$ cat src/rtl/instr_fetch_unit.sv
// instr_fetch_unit
//   Fetch stage between instruction memory and the core's decode stage. Owns the
//   fetch PC, issues word reads over a level req/ack interface and presents each
//   fetched word with its PC to the core over a valid/ready handshake. Redirects
//   from downstream replace the fetch PC; a read already in flight when a redirect
//   arrives is allowed to finish and its data is dropped.
//
//   Optional feature: define FETCH_PERF_CNT_EN to add the fetch_count and
//   stall_count performance counter outputs.
//
// Ports
//   clk          in   system clock, rising edge
//   start_up     in   synchronous active-high reset
//   imem_req     out  read request, held until imem_ack
//   imem_addr    out  read address, stable while imem_req is high
//   imem_ack     in   read data valid this cycle
//   imem_rdata   in   instruction word from memory
//   instr_valid  out  instruction/pc_out valid to the core
//   instr_ready  in   core accepts the instruction this cycle
//   instruction  out  fetched instruction word
//   pc_out       out  address of the presented instruction
//   redirect     in   fetch from redirect_pc
//   redirect_pc  in   new fetch address, bits [1:0] ignored
//   fetch_count  out  accepted handshakes, saturating (FETCH_PERF_CNT_EN only)
//   stall_count  out  cycles waiting on imem_ack, saturating (FETCH_PERF_CNT_EN only)
//
// state | meaning
// START | one idle cycle after reset, no request
// FETCH | request at pc, waiting for ack
// HOLD  | instruction presented, waiting for the core to take it
// DROP  | pre-redirect read still in flight; its data is thrown away
module instr_fetch_unit #(
   parameter int                ADDR_W   = 32,
   parameter logic [ADDR_W-1:0] RESET_PC = 32'h0040_0020
) (
   input  logic              clk,
   input  logic              start_up,
   output logic              imem_req,
   output logic [ADDR_W-1:0] imem_addr,
   input  logic              imem_ack,
   input  logic [31:0]       imem_rdata,
   output logic              instr_valid,
   input  logic              instr_ready,
   output logic [31:0]       instruction,
   output logic [ADDR_W-1:0] pc_out,
   input  logic              redirect,
`ifdef FETCH_PERF_CNT_EN
   input  logic [ADDR_W-1:0] redirect_pc,
   output logic [31:0]       fetch_count,
   output logic [31:0]       stall_count
`else
   input  logic [ADDR_W-1:0] redirect_pc
`endif
);

   typedef enum logic [1:0] {START, FETCH, HOLD, DROP} state_t;

   state_t            state;
   logic [ADDR_W-1:0] pc;
   logic [ADDR_W-1:0] drop_addr;
   logic [ADDR_W-1:0] redir_aligned;
   logic              unused_redir_lsb;

   assign redir_aligned    = {redirect_pc[ADDR_W-1:2], 2'b00};
   assign unused_redir_lsb = &{1'b0, redirect_pc[1:0]};

   assign imem_req  = (state == FETCH) || (state == DROP);
   // in DROP the bus must keep showing the address of the abandoned read
   assign imem_addr = (state == DROP) ? drop_addr : pc;

   always_ff @(posedge clk) begin
      if (start_up) begin
         state       <= START;
         pc          <= RESET_PC;
         drop_addr   <= RESET_PC;
         instr_valid <= 1'b0;
         instruction <= 32'h0;
         pc_out      <= RESET_PC;
      end else begin
         case (state)
            START: state <= FETCH;
            FETCH: begin
               if (redirect) begin
                  pc <= redir_aligned;
                  if (!imem_ack) begin
                     drop_addr <= pc;
                     state     <= DROP;
                  end
               end else if (imem_ack) begin
                  instruction <= imem_rdata;
                  pc_out      <= pc;
                  instr_valid <= 1'b1;
                  pc          <= pc + ADDR_W'(4);
                  state       <= HOLD;
               end
            end
            DROP: begin
               if (redirect) pc <= redir_aligned;
               // the ack closes the old read even if another redirect lands now
               if (imem_ack) state <= FETCH;
            end
            HOLD: begin
               if (redirect) begin
                  instr_valid <= 1'b0;
                  pc          <= redir_aligned;
                  state       <= FETCH;
               end else if (instr_ready) begin
                  instr_valid <= 1'b0;
                  state       <= FETCH;
               end
            end
            default: state <= START;
         endcase
      end
   end

`ifdef FETCH_PERF_CNT_EN
   always_ff @(posedge clk) begin
      if (start_up) begin
         fetch_count <= 32'h0;
         stall_count <= 32'h0;
      end else begin
         if ((state == HOLD) && instr_ready && !redirect && (fetch_count != 32'hFFFF_FFFF))
            fetch_count <= fetch_count + 32'd1;
         if (imem_req && !imem_ack && (stall_count != 32'hFFFF_FFFF))
            stall_count <= stall_count + 32'd1;
      end
   end
`endif

endmodule

$ cat config.mk
export PLATFORM = sky130hd
export DESIGN_NAME = instr_fetch_unit
export DESIGN_NICKNAME = d
export VERILOG_FILES = /design/src/rtl/instr_fetch_unit.sv
export SDC_FILE = /design/constraint.sdc
export NUM_CORES = 1
export LEC_CHECK = 0
export ABC_AREA = 1
export ABC_CLOCK_PERIOD_IN_PS = 2180
export CORE_ASPECT_RATIO = 1.25
export CORE_MARGIN = 2
export CORE_UTILIZATION = 45
export CTS_BUF_LIST = sky130_fd_sc_hd__clkbuf_16
export CTS_CLUSTER_DIAMETER = 100
export CTS_CLUSTER_SIZE = 30
export DETAILED_ROUTE_END_ITERATION = 8
export PLACE_DENSITY = 0.87
export SLEW_MARGIN = 20
export SYNTH_ARGS = -nofsm -noshare
export SYNTH_HDL_FRONTEND = slang
export SYNTH_SLANG_ARGS = --single-unit
$ cat constraint.sdc
create_clock -name clk -period 2.18 [get_ports clk]
set_input_delay 0.436 -clock clk [delete_from_list [all_inputs] [get_ports clk]]
set_output_delay 0.436 -clock clk [all_outputs]
set_load 0.05 [all_outputs]
After elaboration in Yosys (flattened, before gate mapping)
Index checks and enable logic that the tools add are counted.
{"block": "op_classes", "n_reduce_logical": 10, "bitwise_logic": 2, "addsub": 1, "mux": 17, "n_eq_ne": 10}
{"cell": "$mux W32", "count": 4}
{"cell": "$pmux W32 S2", "count": 1}
{"cell": "$add A32 B3 Y32 const B", "count": 1}
{"cell": "$mux W2", "count": 6}
{"cell": "$ne A3 B3 Y1 const B", "count": 3}
{"cell": "$reduce_and A3 Y1", "count": 3}
{"cell": "$pmux W2 S4", "count": 1}
{"cell": "$reduce_and A4 Y1", "count": 2}
{"cell": "$ne A2 B2 Y1 const B", "count": 3}
{"cell": "$eq A2 B2 Y1 const B", "count": 2}
{"cell": "$mux W1", "count": 4}
{"cell": "$reduce_bool A2 Y1", "count": 2}
{"cell": "$eq A2 B1 Y1 const B", "count": 1}
{"cell": "$logic_not A2 Y1", "count": 1}
{"cell": "$ne A2 B1 Y1 const B", "count": 1}
{"cell": "$not A1 Y1", "count": 2}
{"cell": "$pmux W1 S2", "count": 1}
{"cell": "$reduce_or A2 Y1", "count": 1}
{"cell": "$logic_or A1 B1 Y1", "count": 1}
{"block": "totals", "output_inout_bits": 98, "register_bits": 131, "elab_cells": 46, "input_bits": 69}

Logic depth before layout (Yosys ltp)
Gate-level depths: netlist (run 1).
{"block": "depth", "word_depth": 4, "ltp_mapped": 10, "depth_no_buf": 10}

Worst setup path before layout (run 1)
No wires, ideal clock.
{"block": "synth_path", "path_type": "register -> output", "start": "reg state[1]", "end": "out imem_addr[10]", "path_stages_with_launch": 6, "slack_ps": -35, "required_ps": 1744, "path_buffers": 2, "t_arrival_ps": 1779, "path_cell_list": "dfxtp_1 -> nand2_1 -> clkbuf_1 -> buf_2 -> nor2_1 -> a21oi_1"}
{"block": "synth_via", "elab_chain_len": 2}
{"element": "start: declaration", "line_no": "58", "source": "state_t state;"}
{"element": "start signal: assignment", "line_no": "73", "source": "state <= START;"}
{"element": "start signal: assignment", "line_no": "81", "source": "START: state <= FETCH;"}
{"element": "start signal: assignment", "line_no": "87", "source": "state <= DROP;"}
{"element": "$eq A2 B2 Y1", "line_no": "69", "source": "assign imem_addr = (state == DROP) ? drop_addr : pc;"}
{"element": "$mux W32", "line_no": "69"}
{"element": "end: declaration", "line_no": "39", "source": "output logic [ADDR_W-1:0] imem_addr,"}
Every way passes these cells.

Worst setup path after layout (run 1)
{"block": "layout_path", "start": "reg state[1]", "end": "out imem_addr[20]"}
The elaborated chain is that of the path after synthesis.

==> results.cfg, run 1 <==
[power]
ir_worst_vdd_mv = 0.5122
intPower_mw = 4.923
power.switching_mw = 2.242
seqPwrFrac_pct = 35.9
pwr-share-comb_pct = 25.1
clockPowerShare_pct = 39.0
power_density_nw_per_um2 = 851.7
p_leak_nw = 3.366
switching_share_pct = 31.29
power_mw = 7.166

[global_route]
antenna_found_initial = 0
grt_usage_pct = 25.40
grt_pass1_vias = 5860
gr-total-overflow = 0
grt_pass1_wl_um = 27900
grt_max_degree = 52

[min_path]
hold_depth = 2
hold_start = pc[31]
min_delay_worst_endpoint = pc[31]
hold_class = reg -> reg

[yosys]
netlist_area_sq_um = 5757
synthCells = 840
ys_seq_area_share_pct = 43.47
synth_cell_types = 34
yosys.area.top_type = dfxtp_1
yosysTopAreaCellShare_pct = 43.47
synth.area.top_cells = dfxtp_1, nor2_1, o21ai_0
yosys_warnings = 0
ys_ff_latch = 125
syn_avg_cell_area_sq_um = 6.853

[route]
wl_per_cell_um = 14.83
dr.pass1.iters = 5
totalWireLength_um = 17260
ant_nets = 0
drt_iter0_drc = 341
drc = 0
routed-via-count = 6056
viasPerCell = 5.203

[placement]
place_congestion = 0.8988
place_area_sq_um = 7819
port_buffers = 160
post-dp-hpwl_um = 12190

[floorplan]
start_util_pct = 45.67
fp.dieW_um = 105.2
rows = 46
top_level_ports = 167
die_h_um = 130.5
core_area_sq_um = 12600
die-area_sq_um = 13720

[timing]
setup_viol = 0
tightest_slew_ns = 0.7321
finClkSkew_ns = 0.006357
max_freq_mhz = 475.2
fin_crit_ns = 2.105
setup_tns_ns = 0
slew_violations = 0
max-slew-margin-rel_pct = 51.12
hold_violations = 0
rsz0062_at_grt = false
fin_crit_sh_pct = 96.54

[setup_path]
critPathMaxStageDelay_ns = 0.38
crit_type = reg -> out
worst-path-max-fanout = 18
end_kind = output port
cp.arrival_ns = 1.67
cp.required_ns = 1.74
worstRegToRegCells = 10
cp_slowest_cell = dfxtp_2
reg2reg_slack_ns = 0.28
startpoint_type = register
r2r_start = pc[3]
cp_cell_sequence = nand2_4 -> buf_6 -> mux2_2 -> buf_12
r2r-end = pc[22]

[clocking]
htreeDepth = 4
cts_setup_buffers = 0
clk_pin_slew_ns = 0.06
clockRootBuffer = clkbuf_16
numCtsBuffers = 17
clock_sinks = 125
cts_tree = built
clockBufferDepth = 2
clk_latency_ns = 0.41

[flow_run]
maxCapViolCount = 0

[status]
status = finished clean

[cells_and_area]
area_delta_synth_final_pct = 46.14
antenna_cells = 0
nets = 1054
drive_above_1_share_pct = 10.94
fillers = 1020
final_cell_area_sq_um = 8413
synth_stat cells:
cell,instances
nor2_1,182
nand2_1,147
dfxtp_1,125
o21ai_0,112
a21oi_1,96
inv_1,38
nand3_1,29
buf_2,22
clkbuf_1,21
buf_4,8
inv_2,6
nand2_2,6
mux2_2,5
nand4_1,5
nor2_2,5
nor2_4,5
o211ai_1,4
nor3_1,3
o21ai_1,3
a221oi_1,2
a31oi_1,2
buf_6,2
a211oi_1,1
a21oi_2,1
and2_1,1
clkinv_1,1
conb_1,1
ha_1,1
mux2i_1,1
nor3_2,1
o221ai_1,1
o22ai_1,1
o31ai_1,1
xor2_1,1
state kept, by name, summed over array words and instances, names as in the netlist:
name,cells
instruction,32
pc_out,30
state,2
instr_valid,1
pc,30
drop_addr,30
cells by family (layout without fill, tap and decap cells):
kind of cell,Yosys count,count (layout),share of synthesized area (%)
buf+inv,98,251,7.651
compound gates,224,224,20.06
simple gates,384,384,27.23
mux,6,6,1.152
xor+xnor,1,1,0.1522
flops,125,125,43.47
fa+ha+maj,1,1,0.2173
other cells,1,4,0.06514
worst max-delay path: cells and delay by family (launching register included):
kind                   cells  cell delay [ns]
buffers and inverters      2             0.35
and+or+nand+nor            1             0.15
DFF                        1             0.38
muxes                      1             0.38
layer usage:
metal	global-route usage (%)	vias up	wire, um
met5	0	-	0
li1	-	3031	-
met3	8.234	31	1260
met4	12.55	0	537
met2	44.81	230	8678
met1	27.67	2764	6789
worst max path at each step:
stage | from | cells after the start | endpoint
2_1_floorplan | state[1] | 5 | imem_addr[11]
3_3_place_gp | redirect | 5 | pc_out[22]
3_5_place_dp | redirect | 6 | pc[6]
4_1_cts | state[0] | 4 | imem_addr[15]
5_1_grt | state[1] | 4 | imem_addr[23]
6_report | state[1] | 4 | imem_addr[20]
per-stage QoR:
step,utilization (%),hold WS (ns),std cells,setup slack [ns]
after floorplan,-,0.4467,843,-0.03497
after global placement,62.03,0.4570,1133,0.1547
after detailed placement,62.03,0.4642,1133,0.1311
after CTS,66.74,0.4798,1164,0.01011
after global routing,66.75,0.5147,1164,0.01807
final,66.75,0.4803,1164,0.07544
area by class of cell:
class	count	area (sq um)	share of cell area, %
Multi-Input combinational cell	620	2844	33.80
Sequential cell	125	2505	29.77
Timing Repair Buffer	175	2105	25.01
Clock buffer	17	425.4	5.057
Tap cell	168	210.2	2.499
Inverter	45	168.9	2.008
Clock inverter	14	155.1	1.844
power by group through the flow:
stage	logic [mW]	registers [mW]	clock network (mW)
6_report	1.80	2.57	2.79
5_1_grt	1.92	2.59	2.93
4_1_cts	1.81	2.57	2.81
3_5_place_dp	1.79	2.61	0
3_3_place_gp	1.77	2.61	0
2_1_floorplan	0.818	2.80	0
cells in the final DEF (no fill, tap or decap), drive strengths merged, types with 2 or more instances in the layout:
| master | Yosys | layout |
|---|---|---|
| mux2 | 5 | 5 |
| nand4 | 5 | 5 |
| dfxtp | 125 | 125 |
| nand2 | 153 | 153 |
| clkinv | 1 | 6 |
| nor2 | 192 | 192 |
| a31oi | 2 | 2 |
| a21oi | 97 | 97 |
| nor3 | 4 | 4 |
| clkinvlp | 0 | 4 |
| a221oi | 2 | 2 |
| nand3 | 29 | 29 |
| conb | 1 | 4 |
| o21ai | 115 | 115 |
| o211ai | 4 | 4 |
| bufinv | 0 | 3 |
| inv | 44 | 46 |
| buf | 32 | 45 |
| clkbuf | 21 | 17 |
| clkdlybuf4s50 | 0 | 129 |
timing repair:
| item | in CTS | in global routing |
|---|---|---|
| pin swaps | 0 | 0 |
| setup endpoints to repair | 25 | 21 |
| hold buffers | 0 | 0 |
| resized for setup | 5 | 1 |
| endpoints found under the hold margin | 0 | 0 |
No activity file was read; power rests on OpenSTA's default activity.
==> inputs of run 2 (changes only) <==
- CTS_CLUSTER_SIZE: 30 -> default
==> results of run 2 <==
Final layout, timing and power as in run 1 (identical DEF).
